## src/rtl/oscillator_phase_pkg.sv

```systemverilog
// -----------------------------------------------------------------------------
// Shared types for the pulse oscillator path.
//
//   CONFIG      : long_percent_t, the full-scale fraction type. Its width sets
//                 the phase accumulator width; full scale is one period.
//   OSCILLATOR  : oscillator_state_t (FRONT/BACK half of the pulse),
//                 osc_fsm_t with its state constants (IDLE/RUN/DRAIN) and the
//                 phase-vs-duty classification helper.
// -----------------------------------------------------------------------------
package CONFIG;

  // Unsigned fraction of full scale; 2^32 = 100 %.
  typedef logic [31:0] long_percent_t;

endpackage : CONFIG

package OSCILLATOR;

  // FRONT = phase below the duty threshold, BACK = at or above it.
  typedef enum logic {
    FRONT = 1'b0,
    BACK  = 1'b1
  } oscillator_state_t;

  // Voice gating FSM, kept as plain constants so older tools can use it.
  typedef logic [1:0] osc_fsm_t;

  localparam osc_fsm_t FSM_IDLE  = 2'd0;
  localparam osc_fsm_t FSM_RUN   = 2'd1;
  localparam osc_fsm_t FSM_DRAIN = 2'd2;

  // Strict less-than: duty 0 gives BACK for every phase, duty all-ones gives
  // FRONT for every phase except all-ones.
  function automatic oscillator_state_t classify_phase(
    input CONFIG::long_percent_t phase,
    input CONFIG::long_percent_t duty
  );
    return (phase < duty) ? FRONT : BACK;
  endfunction

endpackage : OSCILLATOR

```

## src/rtl/oscillator_phase_accumulator.sv

```systemverilog
// -----------------------------------------------------------------------------
// phase_accumulator: modular phase register with adder and carry-out.
//
// Ports:
//   clk, rst_n  : clock, asynchronous active-low reset (register -> 0)
//   load        : register takes sum on the next edge
//   clear       : register takes 0 on the next edge (wins over load)
//   increment   : unsigned step added to the current value
//   sum         : current value + increment, mod 2^WIDTH (combinational)
//   carry       : carry out of that addition, i.e. the period wrapped
// -----------------------------------------------------------------------------
module phase_accumulator #(
  parameter int WIDTH = 32
) (
  input  logic             clk,
  input  logic             rst_n,
  input  logic             load,
  input  logic             clear,
  input  logic [WIDTH-1:0] increment,
  output logic [WIDTH-1:0] sum,
  output logic             carry
);

  logic [WIDTH-1:0] acc_q;
  logic [WIDTH-1:0] acc_d;

  assign {carry, sum} = {1'b0, acc_q} + {1'b0, increment};

  always_comb begin
    acc_d = acc_q;
    if (clear) begin
      acc_d = '0;
    end else if (load) begin
      acc_d = sum;
    end
  end

  always_ff @(posedge clk or negedge rst_n) begin
    if (!rst_n) begin
      acc_q <= '0;
    end else begin
      acc_q <= acc_d;
    end
  end

endmodule : phase_accumulator

```

## src/rtl/oscillator_phase.sv

```systemverilog
// -----------------------------------------------------------------------------
// oscillator_phase: per-voice phase generator for the pulse oscillator.
//
// On every sample_tick the phase accumulator advances by `increment`, the new
// phase is classified FRONT/BACK against the latched duty, and the result is
// presented one cycle later. The gate FSM lets a released voice finish its
// current period (DRAIN) before going silent (IDLE).
//
// Optional feature macro: OSC_HARD_SYNC_EN adds the `sync` input (hard sync).
//
// Ports:
//   clk, rst_n   : clock, asynchronous active-low reset
//   sample_tick  : one-cycle strobe at the audio sample rate (may repeat)
//   gate         : note active level
//   increment    : phase step per tick (frequency word), unsigned
//   duty         : FRONT fraction of the period, full scale = 100 %
//   sync         : hard-sync request (only with OSC_HARD_SYNC_EN)
//   state        : FRONT/BACK classification of phase
//   phase        : current phase
//   out_valid    : one-cycle strobe marking a new sample
//   wrap         : sample's accumulation overflowed, or a sync was applied
//   dbg_fsm      : current gate FSM state (observation only)
//
// Output protocol: out_valid is a pure strobe with no back-pressure; every
// tick produces exactly one out_valid pulse on the following cycle, and
// state/phase/wrap are meaningful only in that cycle (state/phase then hold,
// wrap returns to 0).
// -----------------------------------------------------------------------------
module oscillator_phase
  import CONFIG::*;
  import OSCILLATOR::*;
#(
  // Must equal $bits(long_percent_t).
  parameter int PHASE_WIDTH = $bits(long_percent_t)
) (
  input  logic                   clk,
  input  logic                   rst_n,
  input  logic                   sample_tick,
  input  logic                   gate,
  input  logic [PHASE_WIDTH-1:0] increment,
  input  long_percent_t          duty,
`ifdef OSC_HARD_SYNC_EN
  input  logic                   sync,
`endif
  output oscillator_state_t      state,
  output long_percent_t          phase,
  output logic                   out_valid,
  output logic                   wrap,
  output osc_fsm_t               dbg_fsm
);

  osc_fsm_t          fsm_q, fsm_d;
  long_percent_t     duty_q, duty_d;
  oscillator_state_t state_q, state_d;
  long_percent_t     phase_q, phase_d;
  logic              out_valid_q, out_valid_d;
  logic              wrap_q, wrap_d;

  logic              voice_active;
  logic              sync_fire;
  logic              acc_load;
  logic              acc_clear;
  logic [PHASE_WIDTH-1:0] acc_sum;
  logic              acc_carry;

  // Working values of the RUN/DRAIN tick.
  logic              wrap_now;
  long_percent_t     next_phase;
  long_percent_t     duty_eff;

  assign voice_active = (fsm_q == FSM_RUN) || (fsm_q == FSM_DRAIN);

  phase_accumulator #(
    .WIDTH (PHASE_WIDTH)
  ) u_acc (
    .clk       (clk),
    .rst_n     (rst_n),
    .load      (acc_load),
    .clear     (acc_clear),
    .increment (increment),
    .sum       (acc_sum),
    .carry     (acc_carry)
  );

`ifdef OSC_HARD_SYNC_EN
  // A sync arriving between ticks is remembered until the next tick; a sync
  // in the same cycle as a tick is applied directly. Leaving RUN/DRAIN, or
  // any tick, clears the flag (the tick has consumed or discarded it).
  logic sync_pend_q, sync_pend_d;

  always_comb begin
    sync_fire   = sample_tick && voice_active && (sync_pend_q || sync);
    sync_pend_d = sync_pend_q;
    if (!voice_active || sample_tick) begin
      sync_pend_d = 1'b0;
    end else if (sync) begin
      sync_pend_d = 1'b1;
    end
  end

  always_ff @(posedge clk or negedge rst_n) begin
    if (!rst_n) begin
      sync_pend_q <= 1'b0;
    end else begin
      sync_pend_q <= sync_pend_d;
    end
  end
`else
  always_comb begin
    sync_fire = 1'b0;
  end
`endif

  always_comb begin
    fsm_d       = fsm_q;
    duty_d      = duty_q;
    state_d     = state_q;
    phase_d     = phase_q;
    out_valid_d = 1'b0;
    wrap_d      = 1'b0;
    acc_load    = 1'b0;
    acc_clear   = 1'b0;
    wrap_now    = 1'b0;
    next_phase  = '0;
    duty_eff    = duty_q;

    if (sample_tick) begin
      out_valid_d = 1'b1;
      if (voice_active) begin
        // A sync acts as an immediate wrap to phase 0.
        wrap_now   = acc_carry || sync_fire;
        next_phase = sync_fire ? '0 : acc_sum;
        // Duty only changes at a period boundary, and the new value already
        // applies to the boundary sample itself.
        if (wrap_now) begin
          duty_eff = duty;
          duty_d   = duty;
        end
        acc_load  = 1'b1;
        acc_clear = sync_fire;
        wrap_d    = wrap_now;
        phase_d   = next_phase;
        state_d   = classify_phase(next_phase, duty_eff);

        if (fsm_q == FSM_RUN) begin
          if (!gate) begin
            fsm_d = FSM_DRAIN;
          end
        end else begin
          if (gate) begin
            // Re-trigger during release: keep running from the current phase.
            fsm_d = FSM_RUN;
          end else if (wrap_now || (increment == '0)) begin
            // Period finished (or can never finish): go silent at phase 0.
            fsm_d     = FSM_IDLE;
            acc_clear = 1'b1;
            phase_d   = '0;
            state_d   = FRONT;
          end
        end
      end else begin
        // IDLE (and recovery from any unused encoding).
        fsm_d     = FSM_IDLE;
        acc_clear = 1'b1;
        phase_d   = '0;
        state_d   = FRONT;
        if (gate) begin
          fsm_d   = FSM_RUN;
          duty_d  = duty;
          state_d = classify_phase('0, duty);
        end
      end
    end
  end

  always_ff @(posedge clk or negedge rst_n) begin
    if (!rst_n) begin
      fsm_q       <= FSM_IDLE;
      duty_q      <= '0;
      state_q     <= FRONT;
      phase_q     <= '0;
      out_valid_q <= 1'b0;
      wrap_q      <= 1'b0;
    end else begin
      fsm_q       <= fsm_d;
      duty_q      <= duty_d;
      state_q     <= state_d;
      phase_q     <= phase_d;
      out_valid_q <= out_valid_d;
      wrap_q      <= wrap_d;
    end
  end

  assign state     = state_q;
  assign phase     = phase_q;
  assign out_valid = out_valid_q;
  assign wrap      = wrap_q;
  assign dbg_fsm   = fsm_q;

endmodule : oscillator_phase

```

## config.mk

```make
export PLATFORM = sky130hd
export DESIGN_NAME = oscillator_phase
export DESIGN_NICKNAME = d
export VERILOG_FILES = /design/src/rtl/oscillator_phase_pkg.sv /design/src/rtl/oscillator_phase_accumulator.sv /design/src/rtl/oscillator_phase.sv
export SDC_FILE = /design/constraint.sdc
export NUM_CORES = 1
export LEC_CHECK = 0
export CORE_UTILIZATION = 50
export CTS_BUF_LIST = sky130_fd_sc_hd__clkbuf_4 sky130_fd_sc_hd__clkbuf_8 sky130_fd_sc_hd__clkbuf_16
export DETAILED_ROUTE_END_ITERATION = 10
export GPL_TIMING_DRIVEN = 1
export PLACE_DENSITY = 0.78
export RECOVER_POWER = 25
export SLEW_MARGIN = 30
export SYNTH_ARGS = -nofsm -noshare
export SYNTH_HDL_FRONTEND = slang
export SYNTH_SLANG_ARGS = --single-unit
```

## constraint.sdc

```tcl
create_clock -name clk -period 3.91 [get_ports clk]
set_input_delay 0.782 -clock clk [delete_from_list [all_inputs] [get_ports clk]]
set_output_delay 0.782 -clock clk [all_outputs]
set_load 0.01 [all_outputs]
```

==> impl_metrics.sql <==
INSERT INTO impl_metrics (metric_group, metric, value, unit) VALUES
('global_routing', 'grt_pass1_wl', '35.1', 'mm'),
('sta', 'fin_skew', '0.0176', 'ns'),
('drt', 'drtAntennaViolNets', '0', ''),
('worst_hold_path', 'min-delay-start', 'duty_q[7]', ''),
('worst_setup_path', 'largest_stage_delay_worst_path', '0.45', 'ns'),
('drt', 'postRouteWirelength', '22.4', 'mm'),
('clock_network', 'ctsLongestPathBuffers', '2', ''),
('drt', 'wl_per_cell', '20.5', 'um'),
('run_status', 'outcome', 'complete, but fails checks', ''),
('worst_setup_path', 'crit_path_top_delay_cell', 'clkdlybuf4s50_1', ''),
('finish', 'most-common-layout-cells', '155 x buf_4, 101 x dfrtp_1, 88 x clkdlybuf4s50_1, 50 x inv_1, 47 x ha_1', ''),
('floorplan', 'placement_rows', '42', ''),
('clock_network', 'clock_insertion_delay_worst_skew', '0.37', 'ns'),
('clock_network', 'clk_pin_slew', '0.09', 'ns'),
('clock_network', 'cts_tree', 'yes', ''),
('global_routing', 'grt_max_degree', '57', ''),
('drt', 'drc', '0', ''),
('placed_design', 'detailed_place.area', '8960', 'sq um'),
('global_routing', 'global_route.usage.met2', '0.560', ''),
('sta', 'timing.final.crit_share', '1.05', ''),
('global_routing', 'globalRouteMet3Util', '0.0412', ''),
('global_routing', 'globalRouteOverflowTotal', '0', ''),
('yosys', 'post_synth_main_area_contributors', 'dfrtp_1 38%, ha_1 12%, mux2_1 5.5%, mux2i_1 4.8%, o2bb2ai_1 4.2%', ''),
('yosys', 'syn-mean-instance-area', '10.3', 'sq um'),
('clock_network', 'numCtsBuffers', '9', ''),
('power', 'worst_ir_drop_vdd', '340', 'uV'),
('yosys', 'synthCells', '654', ''),
('sta', 'grt_setup_unrepaired', 'yes', ''),
('clock_network', 'clk_root_buffer_cell', 'clkbuf_16', ''),
('floorplan', 'floorplan.die.height', '118', 'um'),
('sta', 'setup_violations', '1', ''),
('sta', 'fin_worst_hold_slack', '0.491', 'ns'),
('sta', 'final_critical_path_setup_slack', '-0.185', 'ns'),
('floorplan', 'initial_utilization', '0.510', ''),
('yosys', 'share_of_flip_flops_with_an_asynchronous_set_or_reset', '1.00', ''),
('floorplan', 'io-pin-count', '105', ''),
('sta', 'final.setup.tns', '-0.185', 'ns'),
('clock_network', 'cts_hold_repair.buffers', '0', ''),
('worst_setup_path', 'critPathKind', 'in2reg', ''),
('sta', 'final_max_slew_viol_count', '31', ''),
('global_routing', 'grt_pass1_vias', '6912', ''),
('yosys', 'yosys_register_bits', '101', ''),
('finish', 'final_cell_area', '9960', 'sq um'),
('yosys', 'synth_nets', '788', ''),
('sta', 'worstMarginPinSlew', '1.65', 'ns'),
('finish', 'area_delta_synth_final', '48.1', '%'),
('sta', 'fmax', '244', 'MHz'),
('worst_setup_path', 'cp_data_required_time', '4.18', 'ns'),
('drt', 'vias', '6500', ''),
('flow_run', 'max_cap_violations', '1', ''),
('run_status', 'failing_checks', 'capacitance limit, slew limit, setup timing', ''),
('sta', 'hold_violations', '0', ''),
('floorplan', 'floorplan_die_width', '118', 'um'),
('drt', 'detail_route.iter0.violations', '402', ''),
('worst_setup_path', 'cp-endpoint', 'state', ''),
('placed_design', 'portBuffers', '104', ''),
('clock_network', 'cts.sink_count', '101', ''),
('worst_setup_path', 'crit-reg2reg-launch', 'u_acc.acc_q[0]', ''),
('floorplan', 'coreArea', '13200', 'sq um'),
('placed_design', 'pre_cts_slack', '-0.984', 'ns'),
('worst_setup_path', 'worstSetupStartpointType', 'primary input', ''),
('finish', 'layout.cells.most_common', 'buf_4', ''),
('drt', 'firstDrtPassIters', '5', ''),
('worst_setup_path', 'capturing_element_type_of_the_critical_path', 'flip-flop', ''),
('global_routing', 'grt_antenna_before_repair', '0', ''),
('finish', 'finish.net_count', '1044', ''),
('yosys', 'synth-edff-count', '0', ''),
('yosys', 'yosys.area.top_type', 'dfrtp_1', ''),
('yosys', 'yosysSeqAreaShare', '0.376', ''),
('worst_setup_path', 'worstSetupStartpoint', 'increment[22]', ''),
('floorplan', 'die_area', '13900', 'sq um');
## where the power goes
part | switching, mW | internal [mW]
Combinational | 2.72 | 2.77
Clock | 0.456 | 0.468
Sequential | 0.291 | 1.47
## Yosys cell counts (4+ instances only)
| cell | instances |
|---|---|
| a211oi_1 | 8 |
| a21o_1 | 23 |
| a21oi_1 | 33 |
| a22o_1 | 21 |
| a31oi_1 | 8 |
| and4_1 | 5 |
| buf_2 | 10 |
| clkbuf_1 | 14 |
| dfrtp_1 | 101 |
| ha_1 | 65 |
| inv_1 | 52 |
| mux2_1 | 33 |
| mux2i_1 | 32 |
| nand2_1 | 28 |
| nand2b_1 | 8 |
| nand3_1 | 4 |
| nand4_1 | 16 |
| nor2_1 | 17 |
| nor3_1 | 6 |
| nor4_1 | 17 |
| o2111ai_1 | 6 |
| o21ai_0 | 31 |
| o21ai_1 | 5 |
| o21bai_1 | 4 |
| o2bb2ai_1 | 32 |
| xnor2_1 | 12 |
| xor2_1 | 16 |
## registers in the layout, indices dropped and copies added (netlist names)
signal	count
wrap	1
out_valid	1
state	1
dbg_fsm	2
u_acc.acc_q	32
phase	32
duty_q	32
## what timing repair did
| item | 4_1_cts | 5_1_grt |
|---|---|---|
| setup endpoints to repair | 1 | 1 |
| pin swaps | 34 | 29 |
| setup buffers | 20 | 9 |
| gates resized for setup | 84 | 38 |
## worst min-delay path by stage
| stage | end | slack (ns) | cells after the start |
|---|---|---|---|
| floorplan | duty_q[0] | 0.46 | 1 |
| global placement | duty_q[31] | 0.47 | 1 |
| detailed placement | phase[29] | 0.47 | 1 |
| CTS | phase[8] | 0.34 | 1 |
| global route | duty_q[21] | 0.50 | 1 |
| finish | duty_q[7] | 0.49 | 1 |
## area by class of cell
| class | count | area, sq um |
|---|---|---|
| clock inverter | 6 | 58.8 |
| inverter | 52 | 195 |
| tap | 176 | 220 |
| multi-input combinational | 474 | 4380 |
| clock buffer | 10 | 239 |
| timing repair buffer | 272 | 2340 |
| fill | 896 | 3230 |
| sequential | 101 | 2530 |
## per-stage QoR
| stage | util | power [mW] |
|---|---|---|
| after floorplan | - | 4.37 |
| after global placement | 0.679 | 6.25 |
| after detailed placement | 0.679 | 6.45 |
| after CTS | 0.741 | 7.77 |
| after global routing | 0.755 | 8.67 |
| final | 0.755 | 8.17 |
## critical path: cells and delay by family
kind / cells / cell delay [ns]
AND/OR/NAND/NOR: 3 / 0.54
buffers and inverters: 3 / 0.70
adder cells (fa/ha/maj): 2 / 0.67
XOR/XNOR: 1 / 0.20
AO/OA/AOI/OAI: 7 / 1.47
## kinds of logic (layout without fill, tap and decap cells)
logic type	after synthesis	in the layout	share of synthesized area
multiplexers	65	65	0.103
adder cells (fa/ha/maj)	66	66	0.124
AO/OA/AOI/OAI	197	197	0.217
AND/OR/NAND/NOR	118	118	0.0951
buffers and inverters	79	340	0.0493
flip-flops	101	101	0.376
XOR/XNOR	28	28	0.0365
## metal layers
layer | vias up | share of wire | wire length [um]
li1 | 2961 | - | -
met1 | 3191 | 0.39 | 8760
met2 | 254 | 0.50 | 11300
met3 | 94 | 0.044 | 980
met4 | 0 | 0.060 | 1350
met5 | - | 0 | 0
No activity file was read; power rests on OpenSTA's default activity.
